### src/rtl/pipe_pkg.sv
// Shared types and helpers for the pipe_shift_ctrl delay chain.
package pipe_pkg;

   localparam int unsigned RD_ZERO = 0;

   typedef enum logic [1:0] {SHIFT, STALL, FLUSH} stage_cmd_e;

   // flush dominates stall: killed entries never need to be held
   function automatic stage_cmd_e decode_cmd(input logic stall, input logic flush);
      if (flush) begin
         return FLUSH;
      end else if (stall) begin
         return STALL;
      end
      return SHIFT;
   endfunction

   function automatic logic [3:0] popcount(input logic [7:0] v);
      logic [3:0] cnt;
      cnt = '0;
      for (int i = 0; i < 8; i++) begin
         cnt = cnt + {3'b000, v[i]};
      end
      return cnt;
   endfunction

endpackage

### src/rtl/pipe_match.sv
// Youngest-writer priority encoder for one hazard query port.
// PIPE_SHIFT_FWD_DATA_EN adds the forwarded payload of the matching stage.
module pipe_match
   import pipe_pkg::*;
#(
   parameter int unsigned DEPTH = 3,
   parameter int unsigned RD_W  = 5
`ifdef PIPE_SHIFT_FWD_DATA_EN
   ,
   parameter int unsigned WIDTH = 32
`endif
) (
   input  logic [DEPTH-1:0]                valid,
   input  logic [DEPTH-1:0]                wen,
   input  logic [DEPTH-1:0][RD_W-1:0]      rd,
`ifdef PIPE_SHIFT_FWD_DATA_EN
   input  logic [DEPTH-1:0][WIDTH-1:0]     data,
   output logic [WIDTH-1:0]                q_data,
`endif
   input  logic [RD_W-1:0]                 q_rs,
   output logic                            hit,
   output logic [$clog2(DEPTH)-1:0]        stage
);

   localparam int unsigned IDX_W = $clog2(DEPTH);

   // Scan oldest to youngest so the last match written is the smallest index.
   always_comb begin
      hit   = 1'b0;
      stage = '0;
`ifdef PIPE_SHIFT_FWD_DATA_EN
      q_data = '0;
`endif
      for (int k = int'(DEPTH) - 1; k >= 0; k--) begin
         if (valid[k] && wen[k] && (rd[k] == q_rs) && (q_rs != RD_W'(RD_ZERO))) begin
            hit   = 1'b1;
            stage = IDX_W'(k);
`ifdef PIPE_SHIFT_FWD_DATA_EN
            q_data = data[k];
`endif
         end
      end
   end

endmodule

### src/rtl/pipe_shift_ctrl.sv
// Decode-to-writeback delay chain with stall bubbles, flush and hazard lookup.
// Optional PIPE_SHIFT_FWD_DATA_EN adds the q_data forwarding port.
module pipe_shift_ctrl
   import pipe_pkg::*;
#(
   parameter int unsigned WIDTH       = 32,
   parameter int unsigned DEPTH       = 3,
   parameter int unsigned RD_W        = 5,
   parameter int unsigned NQ          = 2,
   parameter int unsigned FLUSH_DEPTH = 2
) (
   input  logic                              clk,
   input  logic                              rst_n,
   input  logic                              in_valid,
   input  logic [WIDTH-1:0]                  in_data,
   input  logic [RD_W-1:0]                   in_rd,
   input  logic                              in_wen,
   output logic                              in_ready,
   input  logic                              stall,
   input  logic                              flush,
   output logic                              out_valid,
   output logic [WIDTH-1:0]                  out_data,
   output logic [RD_W-1:0]                   out_rd,
   output logic                              out_wen,
   input  logic [NQ*RD_W-1:0]                q_rs,
   output logic [NQ-1:0]                     q_hit,
   output logic [NQ*$clog2(DEPTH)-1:0]       q_stage,
   output logic [$clog2(DEPTH+1)-1:0]        occupancy
`ifdef PIPE_SHIFT_FWD_DATA_EN
   ,
   output logic [NQ*WIDTH-1:0]               q_data
`endif
);

   localparam int unsigned IDX_W = $clog2(DEPTH);
   localparam int unsigned OCC_W = $clog2(DEPTH + 1);

   logic [DEPTH-1:0]             valid_q, valid_d;
   logic [DEPTH-1:0]             wen_q, wen_d;
   logic [DEPTH-1:0][RD_W-1:0]   rd_q, rd_d;
   logic [DEPTH-1:0][WIDTH-1:0]  data_q, data_d;
   stage_cmd_e                   cmd;
   logic [7:0]                   valid_ext;

   assign cmd      = decode_cmd(stall, flush);
   assign in_ready = !stall || flush;

   always_comb begin
      valid_d = valid_q;
      wen_d   = wen_q;
      rd_d    = rd_q;
      data_d  = data_q;
      unique case (cmd)
         SHIFT: begin
            valid_d[0] = in_valid;
            data_d[0]  = in_data;
            rd_d[0]    = in_rd;
            wen_d[0]   = in_wen;
            for (int k = 1; k < int'(DEPTH); k++) begin
               valid_d[k] = valid_q[k-1];
               data_d[k]  = data_q[k-1];
               rd_d[k]    = rd_q[k-1];
               wen_d[k]   = wen_q[k-1];
            end
         end
         STALL: begin
            // stage 0 holds; the slot it would have filled becomes a bubble
            valid_d[1] = 1'b0;
            data_d[1]  = '0;
            rd_d[1]    = '0;
            wen_d[1]   = 1'b0;
            for (int k = 2; k < int'(DEPTH); k++) begin
               valid_d[k] = valid_q[k-1];
               data_d[k]  = data_q[k-1];
               rd_d[k]    = rd_q[k-1];
               wen_d[k]   = wen_q[k-1];
            end
         end
         FLUSH: begin
            valid_d[0] = 1'b0;
            data_d[0]  = '0;
            rd_d[0]    = '0;
            wen_d[0]   = 1'b0;
            for (int k = 1; k < int'(DEPTH); k++) begin
               if ((k - 1) < int'(FLUSH_DEPTH)) begin
                  valid_d[k] = 1'b0;
                  data_d[k]  = '0;
                  rd_d[k]    = '0;
                  wen_d[k]   = 1'b0;
               end else begin
                  valid_d[k] = valid_q[k-1];
                  data_d[k]  = data_q[k-1];
                  rd_d[k]    = rd_q[k-1];
                  wen_d[k]   = wen_q[k-1];
               end
            end
         end
         default: ;
      endcase
   end

   always_ff @(posedge clk or negedge rst_n) begin
      if (!rst_n) begin
         valid_q <= '0;
         wen_q   <= '0;
         rd_q    <= '0;
         data_q  <= '0;
      end else begin
         valid_q <= valid_d;
         wen_q   <= wen_d;
         rd_q    <= rd_d;
         data_q  <= data_d;
      end
   end

   assign out_valid = valid_q[DEPTH-1];
   assign out_data  = data_q[DEPTH-1];
   assign out_rd    = rd_q[DEPTH-1];
   assign out_wen   = valid_q[DEPTH-1] & wen_q[DEPTH-1];

   always_comb begin
      valid_ext              = '0;
      valid_ext[DEPTH-1:0]   = valid_q;
      occupancy              = OCC_W'(popcount(valid_ext));
   end

   for (genvar i = 0; i < NQ; i++) begin : g_query
      pipe_match #(
         .DEPTH (DEPTH),
         .RD_W  (RD_W)
`ifdef PIPE_SHIFT_FWD_DATA_EN
         ,
         .WIDTH (WIDTH)
`endif
      ) u_match (
         .valid  (valid_q),
         .wen    (wen_q),
         .rd     (rd_q),
`ifdef PIPE_SHIFT_FWD_DATA_EN
         .data   (data_q),
         .q_data (q_data[i*WIDTH +: WIDTH]),
`endif
         .q_rs   (q_rs[i*RD_W +: RD_W]),
         .hit    (q_hit[i]),
         .stage  (q_stage[i*IDX_W +: IDX_W])
      );
   end

endmodule
### config.mk
export PLATFORM = sky130hd
export DESIGN_NAME = pipe_shift_ctrl
export DESIGN_NICKNAME = d
export VERILOG_FILES = /design/src/rtl/pipe_pkg.sv /design/src/rtl/pipe_match.sv /design/src/rtl/pipe_shift_ctrl.sv
export SDC_FILE = /design/constraint.sdc
export NUM_CORES = 1
export LEC_CHECK = 0
export CAP_MARGIN = 0
export CORE_UTILIZATION = 45
export DETAILED_ROUTE_END_ITERATION = 8
export DONT_BUFFER_PORTS = 1
export MAX_ROUTING_LAYER = met4
export PLACE_DENSITY_LB_ADDON = 0.3
export SYNTH_ARGS = -nofsm -noshare
export SYNTH_HDL_FRONTEND = slang
export SYNTH_SLANG_ARGS = --single-unit
### constraint.sdc
create_clock -name clk -period 1.45 [get_ports clk]
set_clock_uncertainty 0.2 [all_clocks]
set_input_delay 0.145 -clock clk [delete_from_list [all_inputs] [get_ports clk]]
set_output_delay 0.145 -clock clk [all_outputs]
set_load 0.1 [all_outputs]
# Word level (Yosys, flattened, before mapping)
# Cells that the tools add are included.
# W data, S select, Z words.
# word_totals
rom_bits	0
word_cells	68
latchBits	0
output_inout_bits	48
register_bits	117
mem_count	0
input_bits	53
ramBits	0
# classes
n_shift	0
muxes	25
reduce_logical	22
bitwise_logic	1
div_mod_pow	0
order_cmp	0
n_addsub	2
n_eq_ne	8
mul	0
# op_table
op	n
$pmux W64 S3	1
$pmux W32 S2	1
$eq A5 B5 Y1	6
$pmux W10 S3	1
$mux W2	9
$logic_and A1 B1 Y1	15
$pmux W2 S3	2
$pmux W5 S2	1
$reduce_bool A5 Y1	2
$mux W1	8
$pmux W1 S2	2
$reduce_bool A3 Y1	1
$add A1 B1 Y2	1
$add A2 B1 Y2	1
$eq A2 B1 Y1 const B	1
$eq A2 B2 Y1 const B	1
$logic_not A2 Y1	1
$reduce_bool A2 Y1	1
$and A1 B1 Y1	1
$logic_not A1 Y1	1
$logic_or A1 B1 Y1	1

# Depth between registers and ports, before layout
# Gate-level depths: netlist of run 1.
# depth
ltp_word	6
depth_mapped	5

# Modules after synthesis
# From an unflattened synthesis of run 1, not the netlist that was laid out.
# hier_totals
hier_cells	404
area_unflattened_um2	4961.0
# by_module_without_submodules
mod	cells_each	instances	seq_area_each_um2	area_each_um2
pipe_shift_ctrl	332	1	2927.8	4425.5
pipe_match	36	2	0.0	267.8

# Worst setup path before layout of run 1
# OpenSTA, ideal clock, no wires.
# synth_timing
kind	register to output
from	register valid_q[2]
to	output port q_stage[3]
n_path_buf	0
t_arrival_ns	2.771
required_time_ns	1.105
stages_incl_launch_ff	5
slack_ns	-1.666
path_cell_list	dfrtp_1 nand2_1 a221oi_1 nand4_1 nor3b_2
# synth_via
elab_chain_len	6
# synth_lines
element	line	text
start: declaration	pipe_shift_ctrl.sv:38	logic [DEPTH-1:0] valid_q, valid_d;
start signal: assignment	pipe_shift_ctrl.sv:109	valid_q <= valid_d;
$logic_and A1 B1 Y1 (3 in series)	pipe_match.sv:35	if (valid[k] && wen[k] && (rd[k] == q_rs) && (q_rs != RD_W'(RD_ZERO))) begin
$mux W2 (3 in series)	pipe_match.sv:35	
end: declaration	pipe_shift_ctrl.sv:27	output logic [NQ*$clog2(DEPTH)-1:0] q_stage,
# No other way between the ends.

# Worst setup path in the final report of run 1
# layout_timing
from	register rd_q[7] (netlist bit)
to	output port q_stage[3]
# layout_via
elab_chain_len	5
# layout_lines
element	line	text
start: declaration	pipe_shift_ctrl.sv:40	logic [DEPTH-1:0][RD_W-1:0] rd_q, rd_d;
start signal: assignment	pipe_shift_ctrl.sv:111	rd_q <= rd_d;
$eq A5 B5 Y1	pipe_match.sv:35	
$logic_and A1 B1 Y1 (2 in series)	pipe_match.sv:35	
$mux W2 (2 in series)	pipe_match.sv:35	
# No other way between the ends.

==> impl_metrics.csv, run 1 <==
group,metric,value,unit
route,vias,3044,
placed_design,portBuffers,0,
route,via_per_inst,4.79,
global_routing,grt_overflow,0,
power,power.share.switching,23.0,%
cells_and_area,fin_cells,636,
critical_path,start_kind,"flop",
floorplan,fp-row-count,37,
run_status,status,"finished, violations left",
global_routing,grt_first_pass_wirelength,16200,um
synth,synth.area.top_cells,"dfrtp_1 61%, mux2i_1 8.1%, buf_4 6.1%",
synth,synth_edf_count,0,
global_routing,grt_max_degree,118,
power,p_leak,3.40,nW
sta,holdWs,-0.875,ns
synth,synth_nets,451,
placed_design,dp_slack,-0.373,ns
synth,yosysSeqAreaShare,60.6,%
critical_path,path_cells,"xor2_1, nor4_2, nand4_1, nor3b_4, buf_12",
synth,async_reset_ff_share,100,%
cells_and_area,final_nets,541,
critical_path,reg2regPathDepth,3,
global_routing,antenna_found_initial,0,
synth,syn_area,0.00483,sq mm
power,fin_total_pwr,0.00826,W
floorplan,die_area,0.0112,sq mm
synth,synth-main-ff-cell,"dfrtp_1",
synth,synth_common_cells,"117 x dfrtp_1, 46 x nor2_1",
clock_network,clk_pin_slew,0.06,ns
floorplan,core_area,0.0104,sq mm
route,drt_iter0_markers,74,
placed_design,place.gp.congestion,0.820,
placed_design,post_dp_cell_area,0.00528,sq mm
sta,rsz0062_at_grt,"yes",
power,power.density,1190,mW/mm^2
route,wl,10400,um
sta,setup_viol,16,
power,vdd_drop_max,0.944,mV
synth,yosysUniqueCellTypes,26,
critical_path,slowest_stage,"dfrtp_1",
synth,ys_warn_count,0,
power,seq_power_share,41.4,%
power,comb_power_share,8.1,%
floorplan,fp.dieW,106,um
synth,ys_ff_latch,117,
clock_network,cts_sinks,117,
critical_path,end_kind,"output pin",
synth,syn_area_per_cell,12.2,sq um
critical_path,worstPathRequired,1.11,ns
route,drc,0,
worst_hold_path,min_path_type,"primary input to async pin",
synth,synth_top_area_cell,"dfrtp_1",
floorplan,ios,101,
clock_network,tritoncts,"built",
global_routing,grt_pass1_vias,3374,
sta,fin_crit,2.30,ns
job,drv_cap,0,
clock_network,clockBufferDepth,2,
synth,synth.most_common_cell,"dfrtp_1",
floorplan,chipHeight,106,um
critical_path,cp_data_arrival_time,1.95,ns
sta,hold_violations,117,
run_status,violations,"negative hold slack, negative setup slack",
sta,fin_crit_sh,159,%
placed_design,dpl.cell_count,538,
sta,final.setup.worst_slack,-0.849,ns
cells_and_area,drive_gt1_share,25.0,%
cells_and_area,area_growth_syn_to_layout,43.2,%
clock_network,numCtsBuffers,17,
critical_path,critPathMaxStageDelay,0.41,ns
clock_network,cts_root_buf,"clkbuf_8",
critical_path,path_max_fanout,3,
placed_design,dp_hpwl,5390,um
global_routing,grt.total_usage,19.9,%
cells_and_area,antenna_cells,0,
route,drtAntennaViolNets,0,
power,clockPowerShare,50.4,%
synth,syn_inst,397,
cells_and_area,final_area,0.00692,sq mm
clock_network,clk_latency,0.51,ns
sta,drv_slew,0,
cells_and_area,fillCellCount,739,
synth,synth_top_area_share,60.6,%
route,dr.pass1.iters,4,
critical_path,crit_type,"flop to output pin",
power,p_sw,0.00190,W
floorplan,floorplan.initialDensity,46.6,%
sta,worstMarginPinSlew,1.12,ns
clock_network,h-tree-depth,4,
route,wl_per_cell,16.4,um
sta,slew-limit-headroom,25.3,%
power,intPower,0.00636,W
sta,max_freq,0.435,GHz
area by class of cell:
| type | instances | area, sq um | share of cell area (%) |
|---|---|---|---|
| clock inverter | 14 | 175 | 2.53 |
| timing repair buffer | 128 | 1610 | 23.3 |
| multi-input combinational | 218 | 1580 | 22.8 |
| sequential | 117 | 2940 | 42.4 |
| clock buffer | 18 | 428 | 6.18 |
| tap | 136 | 170 | 2.46 |
| inverter | 5 | 21.3 | 0.307 |
kinds of logic after synthesis:
group | share of synthesized area, %
buf+inv | 8.05
compound gates | 0.828
fa+ha+maj | 0.414
xor+xnor | 4.71
flops | 60.6
simple gates | 17.4
mux | 8.07
placed cells by master, fill, tap and decap left out, types with 10 or more instances in the layout:
cell	instances
dfrtp_1	113
dlygate4sd3_1	55
nor2_1	43
and2_1	39
nor2b_1	39
mux2i_1	39
buf_12	23
buf_8	19
clkbuf_16	17
xor2_1	16
buf_6	15
buf_4	13
xnor2_1	10
registers in the layout, summed over array words and instances (netlist names):
signal	flops
valid_q	3
rd_q	10
data_q	64
out_rd	5
wen_q	3
out_data	32
through the flow:
stage,setup TNS [ns],utilization [%]
after floorplan,-3.80,-
after global placement,-2.10,51.0
after detailed placement,-2.23,51.0
after CTS,-20.92,66.4
after global routing,-8.17,66.8
final,-7.01,66.8
critical path: cells and delay by family (launching register included):
| family | cells | cell delay [ns] |
|---|---|---|
| XOR/XNOR | 1 | 0.17 |
| buffers and inverters | 1 | 0.16 |
| flip-flops | 1 | 0.41 |
| AND/OR/NAND/NOR | 3 | 0.71 |
per-layer routing:
metal,wire [um],up-vias,track usage (%)
met5,0,-,-
met4,246,0,9.33
met3,400,17,5.07
met2,5590,77,34.5
met1,4190,1532,21.3
li1,-,1418,-
what timing repair did:
action | 4_1_cts | 5_1_grt
resized for setup | 74 | 24
endpoints found under the hold margin | 234 | 138
pin swaps | 9 | 3
setup endpoints to repair | 47 | 110
hold buffers | 68 | 12
setup buffers | 3 | 3
gates cloned | 0 | 2
power groups by stage:
| stage | Sequential, W | Clock, W | Combinational (W) |
|---|---|---|---|
| 6_report | 0.00342 | 0.00417 | 0.000670 |
| 5_1_grt | 0.00343 | 0.00439 | 0.000719 |
| 4_1_cts | 0.00342 | 0.00427 | 0.000653 |
| 3_5_place_dp | 0.00348 | 0 | 0.000435 |
| 3_3_place_gp | 0.00347 | 0 | 0.000423 |
| 2_1_floorplan | 0.00346 | 0 | 0.000416 |
final timing paths:
check	startpoint	slack, ns	end
max in group asynchronous	rst_n	1.78	out_rd[1]
worst min register to register	data_q[62]	0.26	out_data[30]
worst max-delay path	rd_q[7]	-0.85	q_stage[3]
min in group clk	flush	0.04	out_data[27]
worst min-delay path	rst_n	-0.87	data_q[47]
worst max register to register	data_q[30]	0.03	data_q[30]
Note: power is estimated with default switching activity, not from simulation.
==> run 2: changes to the inputs <==
Settings changed: ABC_AREA from default to 1.
==> run 2 against run 1 <==
Effect of this change:
- the flow still finishes with violations (negative hold slack, negative setup slack)
- global-route usage is 1.8 points higher
- critical path depth decreased by 3
- die area is 2.3% higher
- sequential share of layout area down 0.91 points
- via count up 21%
- area after synthesis is 2.3% higher
- clock power rose by 7.7%
- setup slack gained 0.21 ns
- first-iteration DRC count is 120% higher
- cell count is 24% higher
- critical path type unchanged
==> impl_metrics.csv, run 2 <==
group,metric,value,unit
run_status,status,"finished, violations left",
run_status,violations,"negative hold slack, negative setup slack",
cells_and_area,fin_util,67.2,%
route,dr.pass1.iters,6,
global_routing,grt.total_usage,21.7,%
placed_design,place.gp.congestion,0.863,
synth,synth_common_cells,"117 x dfrtp_1, 99 x inv_1, 90 x nor2_1",
cells_and_area,area_growth_syn_to_layout,42.8,%
floorplan,fp.dieW,107,um
global_routing,antenna_found_initial,0,
cells_and_area,final_common_cell,"dfrtp_1",
worst_hold_path,min_path_type,"primary input to async pin",
clock_network,tritoncts,"built",
sta,drv_slew,0,
clock_network,cts_root_buf,"clkbuf_8",
power,p_leak,3.45,nW
critical_path,path_max_fanout,3,
job,drv_cap,0,
synth,synth.area.mux_share,0,%
sta,holdWs,-0.866,ns
floorplan,die_area,0.0114,sq mm
critical_path,end_kind,"output pin",
floorplan,floorplan.initialDensity,47.1,%
cells_and_area,antenna_cells,0,
placed_design,portBuffers,0,
sta,fin_crit_sh,144,%
global_routing,grt_pass1_vias,3893,
cells_and_area,regMostFlops,"data_q",
critical_path,worstPathRequired,1.11,ns
critical_path,start_kind,"flop",
route,drc,0,
route,wl,10900,um
clock_network,clk_pin_slew,0.06,ns
floorplan,chipHeight,107,um
cells_and_area,layout_common_cells,"116 x dfrtp_1, 96 x inv_1, 82 x nor2_1",
global_routing,grt_first_pass_wirelength,18200,um
synth,synth_top_area_cell,"dfrtp_1",
placed_design,dp_hpwl,6410,um
clock_network,h-tree-depth,4,
floorplan,core_area,0.0105,sq mm
sta,slew-limit-headroom,71.5,%
synth,synth.area.top_cells,"dfrtp_1 59%, inv_1 7.5%, nor2_1 6.8%",
critical_path,crit_type,"flop to output pin",
synth,syn_area_per_cell,8.90,sq um
floorplan,fp-row-count,37,
global_routing,grt_overflow,0,
cells_and_area,drive_gt1_share,23.4,%
sta,setup_viol,16,
synth,synth_nets,610,
route,vias,3670,
synth,ys_warn_count,0,
clock_network,cts_sinks,117,
sta,hold_violations,122,
route,wl_per_cell,13.8,um
cells_and_area,final_nets,696,
synth,synth-main-ff-cell,"dfrtp_1",
synth,synth_edf_count,0,
global_routing,grt_max_degree,118,
route,via_per_inst,4.64,
synth,ys_ff_latch,117,
sta,final.setup.worst_slack,-0.640,ns
cells_and_area,largest_reg_flops,64,
synth,async_reset_ff_share,100,%
synth,synthAdderAreaFrac,0.405,%
synth,synth_top_area_share,59.2,%
sta,worstMarginPinSlew,0.426,ns
synth,synth_top_family_by_area,"simple AND/OR/NAND/NOR gates",
synth,synth_compound_area_share,4.60,%
clock_network,clockBufferDepth,2,
sta,rsz0062_at_grt,"yes",
synth,syn_inst,556,
synth,yosysUniqueCellTypes,22,
sta,fin_crit,2.09,ns
cells_and_area,fillCellCount,780,
critical_path,cp_data_arrival_time,1.74,ns
clock_network,numCtsBuffers,17,
synth,yosys.area_share.xor_xnor,0.885,%
floorplan,ios,101,
clock_network,clk_latency,0.50,ns
synth,synthSimpleGateAreaFrac,19.3,%
sta,max_freq,0.479,GHz
power,fin_total_pwr,0.00879,W
route,drtAntennaViolNets,0,
synth,synth.most_common_cell,"dfrtp_1",
power,vdd_drop_max,0.809,mV
synth,syn_area,0.00495,sq mm
power,power.density,1240,mW/mm^2
route,drt_iter0_markers,161,
synth,yosysSeqAreaShare,59.2,%
critical_path,reg2regPathDepth,3,
==> run 2: area by class of cell <==
cell class / count / area [sq um] / share of cell area, %
Clock buffer: 19 / 442 / 6.25
Multi-Input combinational cell: 280 / 1360 / 19.2
Sequential cell: 117 / 2930 / 41.5
Clock inverter: 13 / 204 / 2.89
Timing Repair Buffer: 126 / 1580 / 22.4
Tap cell: 136 / 170 / 2.41
Inverter: 100 / 379 / 5.36
==> run 2: worst paths after layout <==
kind / from / end / slack (ns)
min in group clk: flush / data_q[26] / -0.01
max: valid_q[2] / occupancy[0] / -0.64
min: rst_n / data_q[21] / -0.87
min reg2reg: data_q[63] / out_data[31] / 0.25
max in group asynchronous: rst_n / valid_q[2] / 1.72
max reg2reg: data_q[61] / out_data[29] / 0.10
==> run 2: report_power, final <==
| group | leakage, nW | internal [W] | switching, W |
|---|---|---|---|
| sequential | 1.58 | 0.00340 | 0.0000597 |
| clock | 0.306 | 0.00304 | 0.00145 |
| combinational | 1.56 | 0.000339 | 0.000504 |
==> run 2: what timing repair did <==
| action | 4_1_cts | 5_1_grt |
|---|---|---|
| hold endpoints to repair | 230 | 169 |
| gates resized for setup | 77 | 31 |
| setup buffers | 0 | 2 |
| pin swaps | 7 | 5 |
| hold buffers | 45 | 4 |
| endpoints found under the setup margin | 47 | 57 |
==> run 2: metal layers <==
layer  global-route usage [%]  share of wire (%)
met4                     8.81                1.5
met5                        -                  0
met3                     4.56                4.2
met2                     36.9                 52
met1                     25.0                 42
==> run 2: worst max-delay path, stage by stage (launching register included) <==
cell,delay (ns)
dfrtp_4,0.50
fa_2,0.56
buf_12,0.18
==> run 2: per-stage QoR <==
stage	instances	TNS [ns]	area (sq um)	worst slack [ns]	hold WS (ns)
finish	791	-5.76	7070	-0.640	-0.866
global route	791	-7.32	7070	-0.770	-0.893
CTS	786	-6.61	6890	-0.695	-0.895
detailed placement	709	-1.06	5500	-0.197	-0.347
global placement	709	-0.900	5500	-0.166	-0.346
floorplan	556	-3.56	5010	-0.870	-0.351
==> run 2: cells by family (layout without fill, tap and decap cells) <==
logic type / Yosys count / count (layout)
buf+inv: 159 / 258
simple gates: 229 / 229
compound gates: 45 / 45
fa+ha+maj: 1 / 1
flops: 117 / 117
xor+xnor: 5 / 5
==> run 3: changes to the inputs <==
Settings changed: REMOVE_ABC_BUFFERS from default to 1.
==> run 3 against run 2 <==
Effect of this change:
- the run still ends with negative hold slack, negative setup slack left
- clock-buffer cell count is 5 higher
- utilization is 1.8 points lower
- combinational power is 2% lower
- non-clock buffer count is 3 lower
- critical path depth is 1 higher
- via count is 0.38% higher
- first-iteration DRC count is 3.1% lower
- die area stayed put
- routed wire length is 3.0% lower
- critical path type unchanged
- largest cell class unchanged
- highest routed layer unchanged
==> impl_metrics.csv, run 3 (synthesis results as in run 2) <==
group,metric,value,unit
sta,final.setup.worst_slack,-0.712,ns
critical_path,rr_startpoint,"data_q[56]",
clock_network,cts_sinks,117,
cells_and_area,drive_gt1_share,23.5,%
floorplan,chipHeight,107,um
sta,drv_slew,0,
power,vdd_drop_max,0.877,mV
critical_path,cp_data_arrival_time,1.82,ns
global_routing,grt_max_degree,118,
critical_path,reg2regPathDepth,3,
sta,hold_violations,117,
sta,tns,-7.83,ns
clock_network,clk_pin_slew,0.05,ns
power,power.share.switching,23.9,%
critical_path,critPathMaxStageDelay,0.58,ns
placed_design,dpl.cell_count,701,
power,p_sw,0.00186,W
cells_and_area,area_growth_syn_to_layout,39.0,%
sta,setup_viol,48,
power,p_leak,3.37,nW
floorplan,floorplan.initialDensity,47.1,%
critical_path,start_kind,"flop",
power,clockPowerShare,44.8,%
power,power.density,1130,mW/mm^2
floorplan,fp-row-count,37,
sta,worstMarginPinSlew,0.290,ns
power,comb_power_share,10.7,%
critical_path,path_cells,"buf_6, fa_2, buf_12",
power,intPower,0.00592,W
worst_hold_path,min_path_type,"primary input to async pin",
critical_path,end_kind,"output pin",
cells_and_area,layout_common_cells,"114 x dfrtp_1, 92 x inv_1, 80 x nor2_1",
sta,holdWs,-0.871,ns
placed_design,portBuffers,0,
route,wl_per_cell,13.4,um
run_status,violations,"negative hold slack, negative setup slack",
route,via_per_inst,4.69,
route,drtAntennaViolNets,0,
floorplan,ios,101,
sta,max_freq,0.463,GHz
clock_network,h-tree-depth,4,
route,wl,10600,um
global_routing,antenna_found_initial,0,
critical_path,r2r-end,"out_data[24]",
floorplan,die_area,0.0114,sq mm
cells_and_area,final_common_cell,"dfrtp_1",
critical_path,slowest_stage,"fa_2",
cells_and_area,antenna_cells,0,
global_routing,grt.total_usage,20.9,%
cells_and_area,final_nets,694,
clock_network,cts_root_buf,"clkbuf_8",
global_routing,grt_pass1_vias,3775,
global_routing,grt_first_pass_wirelength,17500,um
route,dr.pass1.iters,4,
floorplan,core_area,0.0105,sq mm
job,drv_cap,0,
route,drt_iter0_markers,156,
sta,rsz0062_at_grt,"yes",
clock_network,numCtsBuffers,17,
placed_design,dp_hpwl,6270,um
placed_design,dp_slack,-0.153,ns
floorplan,fp.dieW,107,um
route,drc,0,
placed_design,place.gp.congestion,0.841,
power,seq_power_share,44.6,%
sta,slew-limit-headroom,80.6,%
clock_network,clk_latency,0.50,ns
critical_path,rrSetupSlack,0.12,ns
sta,fin_crit_sh,149,%
cells_and_area,regMostFlops,"data_q",
power,fin_total_pwr,0.00778,W
critical_path,path_max_fanout,3,
route,vias,3684,
sta,fin_crit,2.16,ns
clock_network,clockBufferDepth,2,
clock_network,tritoncts,"built",
run_status,status,"finished, violations left",
cells_and_area,largest_reg_flops,64,
critical_path,crit_type,"flop to output pin",
critical_path,worstPathRequired,1.11,ns
cells_and_area,fin_cells,786,
global_routing,grt_overflow,0,
run 3: cell count changes in the layout (fill, tap and decap cells not counted), sizes merged:
cell,delta
clkinvlp,-4
dlygate4sd3,-3
bufinv,-5
nand2,+1
clkbuf,+5
inv,+1
run 3: stage by stage:
stage	hold WS [ns]	util [%]	instance area, sq um
3_3_place_gp	-0.348	51.4	5400
5_1_grt	-0.904	65.4	6880
2_1_floorplan	-0.351	-	4550
6_report	-0.871	65.4	6880
3_5_place_dp	-0.348	51.4	5400
4_1_cts	-0.895	63.6	6680
run 3: worst max path at each step:
| stage | from | endpoint | slack (ns) | cells past startpoint |
|---|---|---|---|---|
| 2_1_floorplan | valid_q[2] | q_stage[3] | -2.32 | 8 |
| 3_3_place_gp | out_rd[3] | q_stage[1] | -0.14 | 7 |
| 3_5_place_dp | out_rd[3] | q_stage[1] | -0.15 | 7 |
| 4_1_cts | out_rd[3] | q_stage[3] | -0.69 | 9 |
| 5_1_grt | valid_q[2] | q_stage[3] | -0.84 | 9 |
| 6_report | valid_q[2] | occupancy[0] | -0.71 | 3 |
run 3: area by class of cell:
cell class	instances	area (sq um)
clock buffer	24	470
clock inverter	5	27.5
fill	817	3630
inverter	100	375
multi-input combinational	281	1340
sequential	117	2930
tap	136	170
timing repair buffer	123	1570
run 3: critical path: cells and delay by family (launching register included):
kind                     cells  cell delay (ns)
adder cells (fa/ha/maj)      1             0.58
buffers and inverters        2             0.31
flip-flops                   1             0.42
run 3: power by group through the flow:
stage	clock network, W	registers [W]	logic (W)
after CTS	0.00356	0.00346	0.000799
after global routing	0.00370	0.00348	0.000900
after global placement	0	0.00350	0.000622
after floorplan	0	0.00364	0.000310
final	0.00348	0.00347	0.000830
after detailed placement	0	0.00351	0.000633
run 3: per-layer routing:
metal,wire length [um],vias up,GRT usage (%)
li1,-,1798,-
met1,4460,1758,24.6
met2,5280,108,33.2
met3,670,20,6.81
met4,150,0,8.61
met5,0,-,-
run 3: repair_timing:
item,in CTS,in global routing
pin swaps,6,11
gates cloned,0,1
buffers inserted,6,7
gates resized for setup,80,44
endpoints found under the setup margin,47,76
hold buffers,45,1
hold endpoints to repair,234,175
